<file path="config.mk">
export PLATFORM = sky130hd
export DESIGN_NAME = cu_dcdr_pipe
export DESIGN_NICKNAME = d
export VERILOG_FILES = /design/src/rtl/cu_dcdr_pipe.sv
export SDC_FILE = /design/constraint.sdc
export NUM_CORES = 1
export LEC_CHECK = 0
export CAP_MARGIN = 20
export CORE_ASPECT_RATIO = 1.4
export CORE_UTILIZATION = 40
export CTS_CLUSTER_DIAMETER = 40
export CTS_CLUSTER_SIZE = 30
export DETAILED_ROUTE_END_ITERATION = 16
export PLACE_DENSITY = 0.74
export SETUP_SLACK_MARGIN = 0.02
export SLEW_MARGIN = 20
export SYNTH_ARGS = -nofsm -noshare
export SYNTH_HDL_FRONTEND = slang
export SYNTH_SLANG_ARGS = --single-unit
</file>
<file path="constraint.sdc">
create_clock -name CLK -period 4.38 [get_ports CLK]
set_clock_uncertainty 0.1 [all_clocks]
set_input_delay 0.876 -clock CLK [delete_from_list [all_inputs] [get_ports CLK]]
set_output_delay 0.876 -clock CLK [all_outputs]
set_load 0.03 [all_outputs]
</file>
<file path="src/rtl/cu_dcdr_pipe.sv">
// RV32I (+optional RV32M) decode stage with one output register, load-use
// interlock against the staged instruction, and a saturating stall counter.
module cu_dcdr_pipe #(
  parameter int XLEN    = 32,
  parameter int EN_MEXT = 0,
  parameter int CNT_W   = 16
) (
  input  logic             CLK,
  input  logic             RST,
  input  logic             in_valid,
  output logic             in_ready,
  input  logic [31:0]      ir,
  input  logic [XLEN-1:0]  pc_in,
  input  logic             flush,
  output logic             out_valid,
  input  logic             out_ready,
  output logic [3:0]       alu_fun,
  output logic             alu_srcA,
  output logic [1:0]       alu_srcB,
  output logic [1:0]       rf_wr_sel,
  output logic             rf_we,
  output logic             mem_we,
  output logic             mem_rd,
  output logic             is_branch,
  output logic             is_jal,
  output logic             is_jalr,
  output logic [2:0]       br_fun,
  output logic             mext,
  output logic [2:0]       mext_fun,
  output logic [4:0]       rs1,
  output logic [4:0]       rs2,
  output logic [4:0]       rd,
  output logic [XLEN-1:0]  imm,
  output logic [XLEN-1:0]  pc_out,
  output logic             illegal,
  output logic [CNT_W-1:0] stall_cnt
);

  localparam logic [6:0] OP_R      = 7'b0110011;
  localparam logic [6:0] OP_IMM    = 7'b0010011;
  localparam logic [6:0] OP_LOAD   = 7'b0000011;
  localparam logic [6:0] OP_STORE  = 7'b0100011;
  localparam logic [6:0] OP_BRANCH = 7'b1100011;
  localparam logic [6:0] OP_LUI    = 7'b0110111;
  localparam logic [6:0] OP_AUIPC  = 7'b0010111;
  localparam logic [6:0] OP_JAL    = 7'b1101111;
  localparam logic [6:0] OP_JALR   = 7'b1100111;

  logic [6:0] opc, f7;
  logic [2:0] f3;
  assign opc = ir[6:0];
  assign f3  = ir[14:12];
  assign f7  = ir[31:25];

  logic [3:0]      d_alu;
  logic            d_srca;
  logic [1:0]      d_srcb, d_wsel;
  logic            d_we, d_mwe, d_mrd, d_br, d_jal, d_jalr, d_mx, d_ill;
  logic [2:0]      d_bf, d_mf;
  logic [31:0]     imm32;
  logic [XLEN-1:0] d_imm;

  // Control fields are only set on the legal path, so an illegal decode
  // leaves every write/enable at zero.
  always_comb begin
    d_alu  = 4'd0;
    d_srca = 1'b0;
    d_srcb = 2'd0;
    d_wsel = 2'd0;
    d_we   = 1'b0;
    d_mwe  = 1'b0;
    d_mrd  = 1'b0;
    d_br   = 1'b0;
    d_jal  = 1'b0;
    d_jalr = 1'b0;
    d_mx   = 1'b0;
    d_ill  = 1'b0;
    d_bf   = 3'd0;
    d_mf   = 3'd0;
    imm32  = 32'd0;
    case (opc)
      OP_R: begin
        if (f7 == 7'h00 || f7 == 7'h20) begin
          d_alu  = {f7[5], f3};
          d_wsel = 2'd3;
          d_we   = 1'b1;
        end else if (f7 == 7'h01 && EN_MEXT != 0) begin
          d_mx   = 1'b1;
          d_mf   = f3;
          d_wsel = 2'd3;
          d_we   = 1'b1;
        end else begin
          d_ill  = 1'b1;
        end
      end
      OP_IMM: begin
        imm32 = {{20{ir[31]}}, ir[31:20]};
        if ((f3 == 3'b001 || f3 == 3'b101) && !(f7 == 7'h00 || f7 == 7'h20)) begin
          d_ill = 1'b1;
        end else begin
          d_alu  = (f3 == 3'b101) ? {f7[5], f3} : {1'b0, f3};
          d_srcb = 2'd1;
          d_wsel = 2'd3;
          d_we   = 1'b1;
        end
      end
      OP_LOAD: begin
        imm32  = {{20{ir[31]}}, ir[31:20]};
        d_srcb = 2'd1;
        d_wsel = 2'd2;
        d_we   = 1'b1;
        d_mrd  = 1'b1;
      end
      OP_STORE: begin
        imm32  = {{20{ir[31]}}, ir[31:25], ir[11:7]};
        d_srcb = 2'd2;
        d_mwe  = 1'b1;
      end
      OP_BRANCH: begin
        imm32 = {{19{ir[31]}}, ir[31], ir[7], ir[30:25], ir[11:8], 1'b0};
        if (f3 == 3'b010 || f3 == 3'b011) begin
          d_ill = 1'b1;
        end else begin
          d_br = 1'b1;
          d_bf = f3;
        end
      end
      OP_LUI: begin
        imm32  = {ir[31:12], 12'd0};
        d_alu  = 4'b1001;
        d_srca = 1'b1;
        d_wsel = 2'd3;
        d_we   = 1'b1;
      end
      OP_AUIPC: begin
        imm32  = {ir[31:12], 12'd0};
        d_srca = 1'b1;
        d_srcb = 2'd3;
        d_wsel = 2'd3;
        d_we   = 1'b1;
      end
      OP_JAL: begin
        imm32 = {{11{ir[31]}}, ir[31], ir[19:12], ir[20], ir[30:21], 1'b0};
        d_jal = 1'b1;
        d_we  = 1'b1;
      end
      OP_JALR: begin
        imm32  = {{20{ir[31]}}, ir[31:20]};
        d_jalr = 1'b1;
        d_we   = 1'b1;
      end
      default: d_ill = 1'b1;
    endcase
    if (ir[11:7] == 5'd0) d_we = 1'b0;
  end

  generate
    if (XLEN > 32) begin : g_sext
      assign d_imm = {{(XLEN-32){imm32[31]}}, imm32};
    end else begin : g_nosext
      assign d_imm = imm32;
    end
  endgenerate

  // Handshake: an instruction moves in on a cycle with in_valid & in_ready;
  // the staged word leaves on out_valid & out_ready. in_ready is purely
  // combinational and drops on reset, flush, a blocked output or load-use.
  logic uses_rs1, uses_rs2, hz, adv, take;
  assign uses_rs1 = !(opc == OP_LUI || opc == OP_AUIPC || opc == OP_JAL);
  assign uses_rs2 = (opc == OP_R) || (opc == OP_STORE) || (opc == OP_BRANCH);
  assign hz = out_valid && mem_rd && (rd != 5'd0) &&
              ((uses_rs1 && ir[19:15] == rd) || (uses_rs2 && ir[24:20] == rd));
  assign adv      = out_ready | ~out_valid;
  assign in_ready = adv & ~hz & ~flush & ~RST;
  assign take     = in_valid & in_ready;

  always_ff @(posedge CLK) begin
    if (RST) begin
      out_valid <= 1'b0;
      alu_fun   <= 4'd0;
      alu_srcA  <= 1'b0;
      alu_srcB  <= 2'd0;
      rf_wr_sel <= 2'd0;
      rf_we     <= 1'b0;
      mem_we    <= 1'b0;
      mem_rd    <= 1'b0;
      is_branch <= 1'b0;
      is_jal    <= 1'b0;
      is_jalr   <= 1'b0;
      br_fun    <= 3'd0;
      mext      <= 1'b0;
      mext_fun  <= 3'd0;
      rs1       <= 5'd0;
      rs2       <= 5'd0;
      rd        <= 5'd0;
      imm       <= '0;
      pc_out    <= '0;
      illegal   <= 1'b0;
    end else if (flush || (adv && !take)) begin
      out_valid <= 1'b0;
      rf_we     <= 1'b0;
      mem_we    <= 1'b0;
      mem_rd    <= 1'b0;
      is_branch <= 1'b0;
      is_jal    <= 1'b0;
      is_jalr   <= 1'b0;
      mext      <= 1'b0;
      illegal   <= 1'b0;
    end else if (take) begin
      out_valid <= 1'b1;
      alu_fun   <= d_alu;
      alu_srcA  <= d_srca;
      alu_srcB  <= d_srcb;
      rf_wr_sel <= d_wsel;
      rf_we     <= d_we;
      mem_we    <= d_mwe;
      mem_rd    <= d_mrd;
      is_branch <= d_br;
      is_jal    <= d_jal;
      is_jalr   <= d_jalr;
      br_fun    <= d_bf;
      mext      <= d_mx;
      mext_fun  <= d_mf;
      rs1       <= ir[19:15];
      rs2       <= ir[24:20];
      rd        <= ir[11:7];
      imm       <= d_imm;
      pc_out    <= pc_in;
      illegal   <= d_ill;
    end
  end

  always_ff @(posedge CLK) begin
    if (RST) begin
      stall_cnt <= '0;
    end else if (in_valid && hz && adv && stall_cnt != '1) begin
      stall_cnt <= stall_cnt + CNT_W'(1);
    end
  end

endmodule

</file>
==> impl_metrics.tcl <==
set metrics [dict create \
    outcome "finished, final reports clean" \
    worst_slack_ns 0.551 \
    finalMaxSlewViolations 0 \
    synth_cells 613 \
    cellPowerDensity_nw_per_um2 379 \
    final.setup.tns_ns 0 \
    rsz0062_at_grt "no" \
    crit_family "simple AND/OR/NAND/NOR gates" \
    grt_pass1_vias 4803 \
    grtUsageTotal 0.250 \
    ys_ff_latch 115 \
    row_count 47 \
    seqPwrFrac 0.385 \
    worstPathArrival_ns 2.85 \
    port_buffers 184 \
    drc 0 \
    pwr-share-clk 0.502 \
    ios 189 \
    max_cap_violations 0 \
    p_comb_frac 0.113 \
    final_nets 854 \
    wl_per_cell_um 16.6 \
    power.internal_mw 2.14 \
    setup.worst_path.start "ir[6]" \
    first_iter_violations 252 \
    maxSlewHeadroom 0.433 \
    root_buffer "clkbuf_16" \
    cts_resized 0 \
    fp.dieH_um 134 \
    die_w_um 96.0 \
    ys.flop_type "dfxtp_1" \
    area_growth_pct 51.2 \
    p_leak_nw 2.54 \
    syn_area_per_cell_um2 8.08 \
    swShare 0.246 \
    diodes 0 \
    min_from "alu_fun[2]" \
    ys_types 50 \
    place.gp.congestion 0.857 \
    seq_area_frac_synth 0.465 \
    rr_startpoint "rd[0]" \
    period_share 0.874 \
    post-place-ws_ns 0.385 \
    hp-class "reg -> reg" \
    worst-path-buf-inv 2 \
    cts_setup_buffers 0 \
    critical_path.slowest_cell "clkdlybuf4s50_1" \
    fillers 1052 \
    critPathMaxFanout 12 \
    cts_inserted_buffers 17 \
    max_clock_freq_mhz 261 \
    p_switching_mw 0.698 \
    cp.required_ns 3.40 \
    setup_viol 0 \
    grt_pass1_wl_um 24600 \
    whs_ns 0.349 \
    htree_levels 4 \
    end_kind "output pin" \
    clockBufferDepth 2 \
    grt_overflow 0 \
    ys_warn_count 0 \
    synth_edf_count 0 \
    die_area_um2 12800 \
    grt_max_degree 112 \
    cts_tree "yes" \
    layout-drive-gt1-share 0.0740 \
    vias_per_cell 5.43 \
    antenna_found_initial 0 \
    hold_viol 0 \
    initial_utilization 0.415 \
    postSynth.asyncResetShare 0 \
    syn-cell-area_um2 4950 \
    critPathKind "in -> out" \
    worstPathCellList "clkdlybuf4s50_1 > or3b_4 > a211oi_4 > nor4_2 > nor3_1 > buf_4" \
    ant_nets 0 \
    tightest_slew_ns 0.850 \
    fin_crit_ns 3.83 \
    core_area_um2 11900 \
    path_clk_slew_ns 0.05 \
    clock-sinks 115 \
    dr_total_vias 5123 \
    ir_drop_mv 0.253 \
    startpoint_type "primary input" \
    cts_hold_buf 0 \
    clk_latency_ns 0.41 \
    drt_wl_total_um 15700 \
    dp_hpwl_um 11100 \
    first_pass_iters 4 \
    critPathMaxStageDelay_ns 0.60 \
]
==> power by group through the flow <==
stage / combinational, mW / clock (mW) / sequential (mW)
detailed placement: 0.320 / 0 / 1.11
CTS: 0.322 / 1.45 / 1.09
finish: 0.322 / 1.42 / 1.09
global placement: 0.316 / 0 / 1.11
floorplan: 0.111 / 0 / 1.17
global route: 0.342 / 1.50 / 1.09
==> Yosys cell counts, drive strengths merged (3+ instances only) <==
library cell / number / area, um^2
nor3: 31 / 160
nand4: 4 / 25.0
a21oi: 78 / 390
or4: 10 / 75.1
nor2: 44 / 165
a221oi: 5 / 50.0
o21ai: 14 / 70.1
o211ai: 4 / 30.0
nor4: 4 / 46.3
or3: 9 / 56.3
a311oi: 3 / 26.3
buf: 20 / 139
nor2b: 5 / 31.3
dfxtp: 115 / 2300
nand2b: 5 / 31.3
a211oi: 24 / 193
nand2: 135 / 507
clkbuf: 27 / 101
mux2: 3 / 33.8
xnor2: 7 / 61.3
nand3: 21 / 105
and3: 8 / 50.1
inv: 4 / 15.0
and2: 3 / 18.8
o31ai: 8 / 60.1
==> per-layer routing <==
| metal | GRT usage | vias up | wire length [um] |
|---|---|---|---|
| met5 | 0 | - | 0 |
| met1 | 0.286 | 2412 | 6170 |
| met4 | 0.113 | 0 | 511 |
| li1 | - | 2497 | - |
| met3 | 0.0839 | 38 | 928 |
| met2 | 0.416 | 176 | 8070 |
==> final cells by class <==
cell class / count / area, um^2 / area share
multi-input cells: 450 / 2420 / 0.323
flip-flops and latches: 115 / 2300 / 0.307
repair buffers: 196 / 1960 / 0.261
clock buffers: 20 / 457 / 0.0610
well taps: 147 / 184 / 0.0246
clock inverters: 12 / 156 / 0.0209
inverters: 4 / 15.0 / 0.00201
==> metrics by stage <==
step / cells / area [um^2] / power (mW) / util
3_3_place_gp: 912 / 6870 / 1.43 / 0.576
4_1_cts: 944 / 7480 / 2.86 / 0.627
6_report: 944 / 7490 / 2.84 / 0.627
2_1_floorplan: 616 / 4960 / 1.28 / -
3_5_place_dp: 912 / 6870 / 1.43 / 0.576
5_1_grt: 944 / 7490 / 2.94 / 0.627
==> cells by family (layout without fill, tap and decap cells) <==
logic type / after synthesis / after routing / synth area share
DFF: 115 / 115 / 0.465
muxes: 3 / 3 / 0.00682
and+or+nand+nor: 286 / 286 / 0.273
AOI/OAI and AO/OA: 147 / 147 / 0.184
other: 1 / 4 / 0.000757
adders and majority gates: 1 / 1 / 0.00253
xor gates and xnor gates: 9 / 9 / 0.0159
buffers and inverters: 51 / 232 / 0.0515
==> tightest hold or removal path: cells and delay by family (launching register included) <==
family             cells  cell delay [ns]
AOI/OAI and AO/OA      1             0.05
and+or+nand+nor        1             0.05
DFF                    1             0.30
==> flip-flops by register name, indices dropped and copies added (netlist names), 3 cells and up <==
name / flops
alu_fun: 4
rs2: 5
rs1: 5
imm: 32
pc_out: 32
br_fun: 3
stall_cnt: 16
rd: 5
==> worst paths after layout <==
kind / endpoint / slack [ns] / depth (start not counted)
min reg2reg: alu_fun[2] / 0.35 / 2
max: in_ready / 0.55 / 6
min: alu_fun[2] / 0.35 / 2
max reg2reg: imm[1] / 1.34 / 7
==> layout by cell type, fill, tap and decap left out, types with 2 or more instances in the layout <==
cell type,n
buf_12,2
and2_1,3
inv_1,4
xor2_1,2
a211oi_1,23
clkbuf_8,2
nor3_1,29
a21boi_0,2
xnor2_1,7
nor4_1,2
bufinv_16,3
or3_1,8
a311oi_1,3
nand3_1,21
a221oi_1,4
nand4_1,4
clkinvlp_4,7
o211ai_1,4
and4_1,2
conb_1,4
mux2_2,3
o21ai_0,14
buf_4,11
clkbuf_16,17
or4_1,10
a22o_1,2
nor2b_1,5
clkdlybuf4s50_1,182
nand2b_1,5
o31ai_1,8
and3_1,8
nand2_1,135
a21oi_1,78
dfxtp_1,115
nor2_1,44
No activity file was read; power rests on OpenSTA's default activity.
